<file path="src/rtl/jtcps1_sdram_arb.sv">
// CPS1 SDRAM slot arbiter: one access in flight, per-slot data latch and sticky ok.
// Define JTCPS1_ARB_RR_EN to serve slots 1..NSLOT-1 round-robin; slot 0 always wins.
module jtcps1_sdram_arb #(
  parameter int NSLOT  = 10,
  parameter int AW     = 22,
  parameter int WRSLOT = 1
) (
  input  logic                clk,
  input  logic                rstn,
  input  logic                downloading,
  input  logic [NSLOT-1:0]    slot_cs,
  input  logic [NSLOT*AW-1:0] slot_addr,
  input  logic                slot_wr,
  input  logic [15:0]         slot_din,
  input  logic [1:0]          slot_wrmask,
  output logic [NSLOT-1:0]    slot_ok,
  output logic [NSLOT*32-1:0] slot_dout,
  output logic                sdram_req,
  output logic [AW-1:0]       sdram_addr,
  output logic                sdram_rnw,
  output logic [1:0]          sdram_wrmask,
  output logic [15:0]         data_write,
  input  logic                sdram_ack,
  input  logic                data_rdy,
  input  logic [31:0]         data_read,
  output logic                refresh_en
);

  localparam int SW = (NSLOT > 1) ? $clog2(NSLOT) : 1;
  localparam logic [SW-1:0] WRSEL = SW'(WRSLOT);

  typedef enum logic [1:0] {ST_IDLE, ST_REQ, ST_WAIT} t_state;

  t_state           r_state, w_state_nxt;
  logic [SW-1:0]    r_sel, w_sel;
  logic             w_hit, w_grant, w_done;
  logic [NSLOT-1:0] w_pend;
  logic [AW-1:0]    w_sel_addr;
  logic [AW-1:0]    r_last_addr [NSLOT];

  assign w_pend = slot_cs & ~slot_ok;

`ifdef JTCPS1_ARB_RR_EN
  logic [SW-1:0] r_rr;

  // r_rr holds the slot to try first; 0 or out-of-range restarts at slot 1
  always_comb begin
    int            v_base;
    logic [SW-1:0] v_idx;
    w_hit  = 1'b0;
    w_sel  = '0;
    v_base = 1;
    v_idx  = '0;
    if (r_rr != '0 && int'(r_rr) < NSLOT) v_base = int'(r_rr);
    if (w_pend[0]) begin
      w_hit = 1'b1;
    end else begin
      for (int k = 0; k < NSLOT-1; k++) begin
        v_idx = SW'((v_base - 1 + k) % (NSLOT-1) + 1);
        if (!w_hit && w_pend[v_idx]) begin
          w_hit = 1'b1;
          w_sel = v_idx;
        end
      end
    end
  end

  always_ff @(posedge clk or negedge rstn) begin
    if (!rstn)        r_rr <= '0;
    else if (w_grant) r_rr <= w_sel + 1'b1;
  end
`else
  always_comb begin
    w_hit = 1'b0;
    w_sel = '0;
    for (int i = NSLOT-1; i >= 0; i--) begin
      if (w_pend[i]) begin
        w_hit = 1'b1;
        w_sel = SW'(i);
      end
    end
  end
`endif

  always_comb begin
    w_sel_addr = '0;
    for (int i = 0; i < NSLOT; i++)
      if (w_sel == SW'(i)) w_sel_addr = slot_addr[i*AW +: AW];
  end

  always_comb begin
    w_state_nxt = r_state;
    w_grant     = 1'b0;
    w_done      = 1'b0;
    case (r_state)
      ST_IDLE: if (!downloading && w_hit) begin
        w_grant     = 1'b1;
        w_state_nxt = ST_REQ;
      end
      ST_REQ:  if (sdram_ack) w_state_nxt = ST_WAIT;
      ST_WAIT: if (data_rdy) begin
        w_done      = 1'b1;
        w_state_nxt = ST_IDLE;
      end
      default: w_state_nxt = ST_IDLE;
    endcase
  end

  always_ff @(posedge clk or negedge rstn) begin
    if (!rstn) r_state <= ST_IDLE;
    else       r_state <= w_state_nxt;
  end

  always_ff @(posedge clk or negedge rstn) begin
    if (!rstn) begin
      r_sel        <= '0;
      sdram_req    <= 1'b0;
      sdram_addr   <= '0;
      sdram_rnw    <= 1'b1;
      sdram_wrmask <= 2'b11;
      data_write   <= '0;
      refresh_en   <= 1'b1;
    end else begin
      if (w_grant) begin
        r_sel        <= w_sel;
        sdram_req    <= 1'b1;
        sdram_addr   <= w_sel_addr;
        sdram_rnw    <= ~(w_sel == WRSEL && slot_wr);
        sdram_wrmask <= slot_wrmask;
        data_write   <= slot_din;
      end else if (r_state == ST_REQ && sdram_ack) begin
        sdram_req <= 1'b0;
      end
      if (r_state == ST_IDLE) refresh_en <= !w_grant;
    end
  end

  // ok is only granted if the slot still wants the address that was fetched
  always_ff @(posedge clk or negedge rstn) begin
    if (!rstn) begin
      slot_ok   <= '0;
      slot_dout <= '0;
      for (int i = 0; i < NSLOT; i++) r_last_addr[i] <= '0;
    end else begin
      for (int i = 0; i < NSLOT; i++) begin
        if (w_done && r_sel == SW'(i)) begin
          slot_ok[i]     <= slot_cs[i] && (slot_addr[i*AW +: AW] == sdram_addr);
          r_last_addr[i] <= sdram_addr;
          if (sdram_rnw) slot_dout[i*32 +: 32] <= data_read;
        end else if (!slot_cs[i] || slot_addr[i*AW +: AW] != r_last_addr[i]) begin
          slot_ok[i] <= 1'b0;
        end
      end
    end
  end

endmodule

</file>
<file path="config.mk">
export PLATFORM = sky130hd
export DESIGN_NAME = jtcps1_sdram_arb
export DESIGN_NICKNAME = d
export VERILOG_FILES = /design/src/rtl/jtcps1_sdram_arb.sv
export SDC_FILE = /design/constraint.sdc
export NUM_CORES = 1
export LEC_CHECK = 0
export CAP_MARGIN = 20
export CORE_MARGIN = 2
export CORE_UTILIZATION = 29
export CTS_BUF_LIST = sky130_fd_sc_hd__clkbuf_16
export DETAILED_ROUTE_END_ITERATION = 10
export PLACE_DENSITY = 0.63
export SYNTH_ARGS = -nofsm -noshare
export SYNTH_HDL_FRONTEND = slang
export SYNTH_SLANG_ARGS = --single-unit
</file>
<file path="constraint.sdc">
create_clock -name clk -period 2.4 [get_ports clk]
set_input_delay 0.6 -clock clk [delete_from_list [all_inputs] [get_ports clk]]
set_output_delay 0.6 -clock clk [all_outputs]
set_load 0.02 [all_outputs]
</file>
==> flow_summary.toml, run 1 <==
[route]
ant_nets = 0
avgRoutedWirePerCell_um = 28.3
drt_iter0_markers = 2660
via_per_inst = 5.21
route.vias.total = 24900
wl_um = 135000
drt_pre_antenna_iters = 6
drcViolationCount = 0

[placement]
gp_congestion = 1.01
io_buffers = 658
dp_hpwl_um = 103000
dp_cells = 4622
dpl_worst_slack_ps = -1090

[worst_setup_path]
path_delay_family = "compound AO/OA/AOI/OAI gates"
cp.arrival_ps = 3010
max_stage_delay_ps = 440
worstPathRequired_ps = 2970
crit_buf_inv = 3
start_kind = "flip-flop"
crit_fanout = 5
worstPathCellList = "and2b_4, a311oi_4, o31ai_4, buf_6, buf_12, clkbuf_16, o211ai_1, a221o_1, and3_4, o21ai_2"
cp_slowest_cell = "dfrtp_1"
critPathCaptureType = "flip-flop"
path_class = "reg -> reg"

[floorplan]
dieArea_um2 = 106000
fp.dieH_um = 325
core_um2 = 102000
start_util = 0.293
fp-row-count = 117
die_x_um = 325
io_pins = 659

[timing]
finalHoldViolations = 0
slew_headroom = 0.566
slew_viol_final = 0
setup_viol = 4
rsz0062_at_grt = "yes"
setup_slack_ps = -37.3
max_freq_ghz = 0.410
worst_pin_slew_ps = 649
post-route-period-util = 1.02
fin_worst_skew_ps = 30.7
min_period_ps = 2440
holdWs_ps = 337

[clocking]
clockBufferDepth = 3
cts_tree = "done"
cts_htree_levels = 3
clock_sinks = 599
cts_made_buffers = 72
worstSkewPairLatency_ps = 650
clkTransAtPathRegs_ps = 60
cts_root_buf = "clkbuf_16"

[job]
maxCapViolations = 0

[global_routing]
first_global_vias = 24700
grt_max_degree = 79
grt_first_pass_wirelength_um = 189000
grtUsageTotal = 0.249
antenna_found_initial = 7
grt_overflow = 0

[logic_synthesis]
ys_seq_area_frac = 0.502
synth_ff_type = "dfrtp_1"
ys_warn_count = 0
syn_avg_cell_area_um2 = 12.3
async_reset_ff_frac = 1.00
synth_cells = 2436
synth_edf_count = 0
synth_nets = 2722
synth-seq-cells = 599
synthesis.area_um2 = 29900
ys_types = 74

[final_layout]
seq_area_um2 = 15000
drive_above_1_share = 0.318
stdcell_count = 4780
fillers = 9651
syn_to_final_growth_pct = 45.5
multi_input_area_um2 = 14500
fin_nets = 3639
layout_common_cells = "clkdlybuf4s50_1 (624), dfrtp_1 (582), mux2_2 (473)"
final_common_cell = "clkdlybuf4s50_1"

[outcome]
outcome = "finished with violations"
violations = "setup timing"

[hold_path]
hp-class = "in -> reg"

[power_and_ir_drop]
power_leakage_nw = 19.5
power.total_mw = 42.1
peakVddDrop_mv = 0.629
cellPowerDensity_nw_per_um2 = 970
metal layers:
metal / wire (um) / vias up / global-route usage
met3: 12600 / 371 / 0.0670
met1: 56100 / 12600 / 0.328
met5: 8 / - / 0
li1: - / 10500 / -
met4: 6810 / 2 / 0.112
met2: 59900 / 1399 / 0.384
through the flow:
| step | util | TNS [ps] | cell area [um2] |
|---|---|---|---|
| finish | 0.426 | -92.0 | 43400 |
| global route | 0.426 | -461 | 43400 |
| CTS | 0.421 | 0 | 42900 |
| detailed placement | 0.397 | -278370 | 40400 |
| global placement | 0.397 | -270850 | 40400 |
| floorplan | - | 0 | 29900 |
layout make-up:
class / instances / area share
diodes: 3 / 0.000173
clock buffers: 72 / 0.0415
clock inverters: 58 / 0.00985
inverters: 5 / 0.000432
multi-input cells: 1652 / 0.335
flip-flops and latches: 599 / 0.346
well taps: 1368 / 0.0394
repair buffers: 1023 / 0.229
power by group:
part	switching [mW]	total [mW]	internal [mW]
Combinational	9.39	17.3	7.89
Clock	4.70	10.5	5.84
Sequential	1.76	14.3	12.5
cells by family after synthesis:
group / synth area share
AOI/OAI and AO/OA: 0.0581
muxes: 0.205
and+or+nand+nor: 0.0782
xor gates and xnor gates: 0.129
buffers and inverters: 0.0276
DFF: 0.502
cell usage after synthesis, types with 3 or more instances:
cell,count,area share
dfrtp_1,595,0.50
mux2_2,473,0.18
xnor2_1,288,0.084
nand2_1,182,0.023
xor2_1,152,0.045
nand4_1,84,0.018
buf_2,58,0.0097
buf_1,57,0.0072
clkbuf_1,53,0.0067
nor4_1,50,0.010
mux2_4,30,0.015
o21ai_0,30,0.0050
a221o_1,27,0.0091
and3_1,26,0.0054
nor2_1,23,0.0029
o22ai_1,22,0.0046
nor3_1,20,0.0034
o211ai_1,18,0.0045
mux2i_1,17,0.0057
mux2_1,15,0.0057
o21ai_1,15,0.0025
a21oi_1,14,0.0023
a211oi_1,13,0.0033
a22oi_1,13,0.0033
a31oi_1,13,0.0027
nand3_1,13,0.0022
a22o_1,12,0.0035
a221oi_1,11,0.0032
nand2b_1,11,0.0023
a21boi_0,8,0.0020
buf_4,7,0.0018
a21o_1,6,0.0015
nor2b_1,5,0.0010
o22a_1,5,0.0015
a222oi_1,4,0.0013
buf_6,4,0.0015
dfstp_2,4,0.0035
nor2_4,4,0.0015
o2bb2ai_1,4,0.0012
or3_1,4,0.00084
inv_1,3,0.00038
o21ai_2,3,0.00088
worst paths after layout:
kind                                                   from                          end  slack [ps]  depth (start not counted)
worst max-delay path                 slot_ok[7]$_DFFE_PN0P_   sdram_addr[21]$_DFFE_PN0P_         -40                         10
worst min-delay path                             slot_cs[3]       slot_ok[3]$_DFFE_PN0P_         340                          2
worst max register to register       slot_ok[7]$_DFFE_PN0P_   sdram_addr[21]$_DFFE_PN0P_         -40                         10
worst min register to register  sdram_wrmask[1]$_DFFE_PN1P_  sdram_wrmask[1]$_DFFE_PN1P_         460                          2
max in group asynchronous                              rstn  r_last_addr[68]$_DFFE_PN0P_        1090                          4
min in group asynchronous                              rstn   slot_dout[215]$_DFFE_PN0P_         480                          2
registers in the layout, indices dropped and copies added (netlist names):
register and flops:
slot_dout 320, r_last_addr 220, sdram_addr 22, data_write 16, slot_ok 10, r_sel 4
r_state 2, sdram_wrmask 2, refresh_en 1, sdram_req 1, sdram_rnw 1
what timing repair did:
item                                    4_1_cts  5_1_grt
pin swaps                                     2       30
setup buffers                                 5       14
resized for setup                            70       84
endpoints found under the setup margin       48       29
hold endpoints to repair                     17        0
hold buffers                                  1        0
gates cloned                                  1        4
No activity file was read; power rests on OpenSTA's default activity.
==> run 2: changes to the inputs <==
--- a/config.mk
+++ b/config.mk
@@ -6,11 +6,11 @@
 export NUM_CORES = 1
 export LEC_CHECK = 0
 export CAP_MARGIN = 20
-export CORE_MARGIN = 2
-export CORE_UTILIZATION = 29
+export CORE_AREA = 2 2 253 255
 export CTS_BUF_LIST = sky130_fd_sc_hd__clkbuf_16
 export DETAILED_ROUTE_END_ITERATION = 10
-export PLACE_DENSITY = 0.63
+export DIE_AREA = 0 0 255 257
+export PLACE_DENSITY = 0.88
 export SYNTH_ARGS = -nofsm -noshare
 export SYNTH_HDL_FRONTEND = slang
 export SYNTH_SLANG_ARGS = --single-unit
==> run 2 against run 1 <==
Compared with the run above: the run still ends with setup timing left; cell area decreased by 2.8%; die area decreased by 38%; critical path depth increased by 2; count of clock-buffer cells in the layout decreased by 4; first-iteration DRC count increased by 12%; non-clock buffer count decreased by 37; worst hold slack improved by 44 ps; maximum frequency decreased by 0.41%; register-to-register slack about the same; sequential power about the same; critical endpoint is now sdram_addr[15]$_DFFE_PN0P_.
==> flow_summary.toml, run 2 (synthesis results as in run 1) <==
[worst_setup_path]
path_class = "reg -> reg"
start_kind = "flip-flop"
crit_fanout = 12
rr_endpoint = "sdram_addr[15]$_DFFE_PN0P_"
crit_buf_inv = 5
cp_slowest_cell = "dfrtp_1"
r2r_cells = 12
cp_common_cell = "buf_4"
path_delay_family = "buffers and inverters"
r2r_slack_ps = -50
cp.arrival_ps = 2910
critPathCaptureType = "flip-flop"
cp.depth = 12
max_stage_delay_ps = 450
reg2reg_from = "slot_ok[2]$_DFFE_PN0P_"
worstPathRequired_ps = 2870
worstPathCellList = "and2b_1, buf_12, nor4_4, buf_4, buf_4, buf_4, nand2_1, buf_4, o22ai_1, a211oi_1, o21ai_1, o21ai_1"

[power_and_ir_drop]
swShare = 0.374
intPower_mw = 26.0
power_frac_clock = 0.238
power_frac_seq = 0.348
peakVddDrop_mv = 0.712
p_sw_mw = 15.6
power.total_mw = 41.6
comb_power_share = 0.414
power_leakage_nw = 19.1
cellPowerDensity_nw_per_um2 = 984

[final_layout]
fin_nets = 3597
fillers = 4415
largest_register = "slot_dout"
syn_to_final_growth_pct = 41.5
final_common_cell = "clkdlybuf4s50_1"
largest_register_ffs = 320
drive_above_1_share = 0.303
layout_common_cells = "clkdlybuf4s50_1 (641), dfrtp_1 (584), mux2_2 (473)"
reg.largest.list = "slot_dout: 320 flops, r_last_addr: 220 flops, sdram_addr: 22 flops"

[timing]
rsz0062_at_grt = "yes"
setup_slack_ps = -47.4
fin_worst_skew_ps = 21.5
worst_pin_slew_ps = 723
holdWs_ps = 381
finalHoldViolations = 0
slew_headroom = 0.515
min_period_ps = 2450
post-route-period-util = 1.02
setup_viol = 6
slew_viol_final = 0
max_freq_ghz = 0.409

[placement]
io_buffers = 658
gp_congestion = 1.13
dpl_worst_slack_ps = -966
dp_hpwl_um = 92100

[clocking]
cts_root_buf = "clkbuf_16"
clock_sinks = 599
clkTransAtPathRegs_ps = 60
cts_made_buffers = 67
clockBufferDepth = 3
worstSkewPairLatency_ps = 600
cts_htree_levels = 3
cts_tree = "done"

[outcome]
violations = "setup timing"
outcome = "finished with violations"

[hold_path]
hold_start = "slot_cs[8]"
worstHoldPathCells = 2
min_to = "slot_ok[8]$_DFFE_PN0P_"
hp-class = "in -> reg"

[route]
drt_pre_antenna_iters = 9
drt_iter0_markers = 2970
avgRoutedWirePerCell_um = 29.8
wl_met3_um = 15200
wl_met2_um = 54900
highest_layer = "met5"
ant_nets = 0
via_per_inst = 6.09
wl_um = 125000
wl_met1_um = 45600
drcViolationCount = 0
route.vias.total = 25600

[floorplan]
fp.dieH_um = 257
io_pins = 659
core_um2 = 62700
fp-row-count = 92
start_util = 0.476
die_x_um = 255
dieArea_um2 = 65500

[global_routing]
grt_overflow = 0
grt_max_degree = 84
grtUsageTotal = 0.376
antenna_found_initial = 9
first_global_vias = 25700
grt_first_pass_wirelength_um = 178000

[job]
maxCapViolations = 0
==> run 2: how the worst max path moves through the flow <==
| stage | endpoint | start |
|---|---|---|
| floorplan | sdram_addr[11]$_DFFE_PN0P_ | slot_cs[1] |
| global placement | sdram_addr[15]$_DFFE_PN0P_ | slot_cs[7] |
| detailed placement | sdram_addr[15]$_DFFE_PN0P_ | slot_cs[7] |
| CTS | slot_ok[7] | slot_ok[7]$_DFFE_PN0P_ |
| global route | sdram_addr[16]$_DFFE_PN0P_ | slot_ok[2]$_DFFE_PN0P_ |
| finish | sdram_addr[15]$_DFFE_PN0P_ | slot_ok[2]$_DFFE_PN0P_ |
==> run 2: power by group through the flow <==
stage	Combinational [mW]	Clock, mW	Sequential [mW]
floorplan	6.35	0	16.0
global placement	16.1	0	14.4
detailed placement	16.5	0	14.5
CTS	16.7	10.0	14.4
global route	17.7	10.5	14.7
finish	17.2	9.91	14.5
==> run 2: final cells by class <==
class,instances,area (um2),share of cell area
flip-flops and latches,599,15000,0.355
multi-input cells,1652,14400,0.341
repair buffers,986,9670,0.229
clock buffers,68,1700,0.0403
well taps,846,1060,0.0251
clock inverters,51,363,0.00859
inverters,5,18.8,0.000444
diodes,6,15.0,0.000355
==> run 2: what timing repair did <==
action                     4_1_cts  5_1_grt
hold buffers                     1        0
gates resized for setup         39       69
pin swaps                        6       17
hold endpoints to repair        33        0
setup endpoints to repair       35       33
setup buffers                    9        5
cloned                           2        1
==> run 2: routing by layer <==
metal  track usage  up-vias
met2         0.552     1900
met4         0.240        8
met3         0.135      588
met1         0.467    12800
li1              -    10400
met5             0        -
==> run 2: metrics by stage <==
| step | cell area [um2] | std cells | TNS, ps | utilization |
|---|---|---|---|---|
| 4_1_cts | 41900 | 4205 | 0 | 0.668 |
| 2_1_floorplan | 29900 | 2436 | 0 | - |
| 5_1_grt | 42200 | 4208 | -815 | 0.673 |
| 3_3_place_gp | 39700 | 4075 | -235010 | 0.633 |
| 3_5_place_dp | 39700 | 4075 | -245050 | 0.633 |
| 6_report | 42200 | 4213 | -147 | 0.673 |
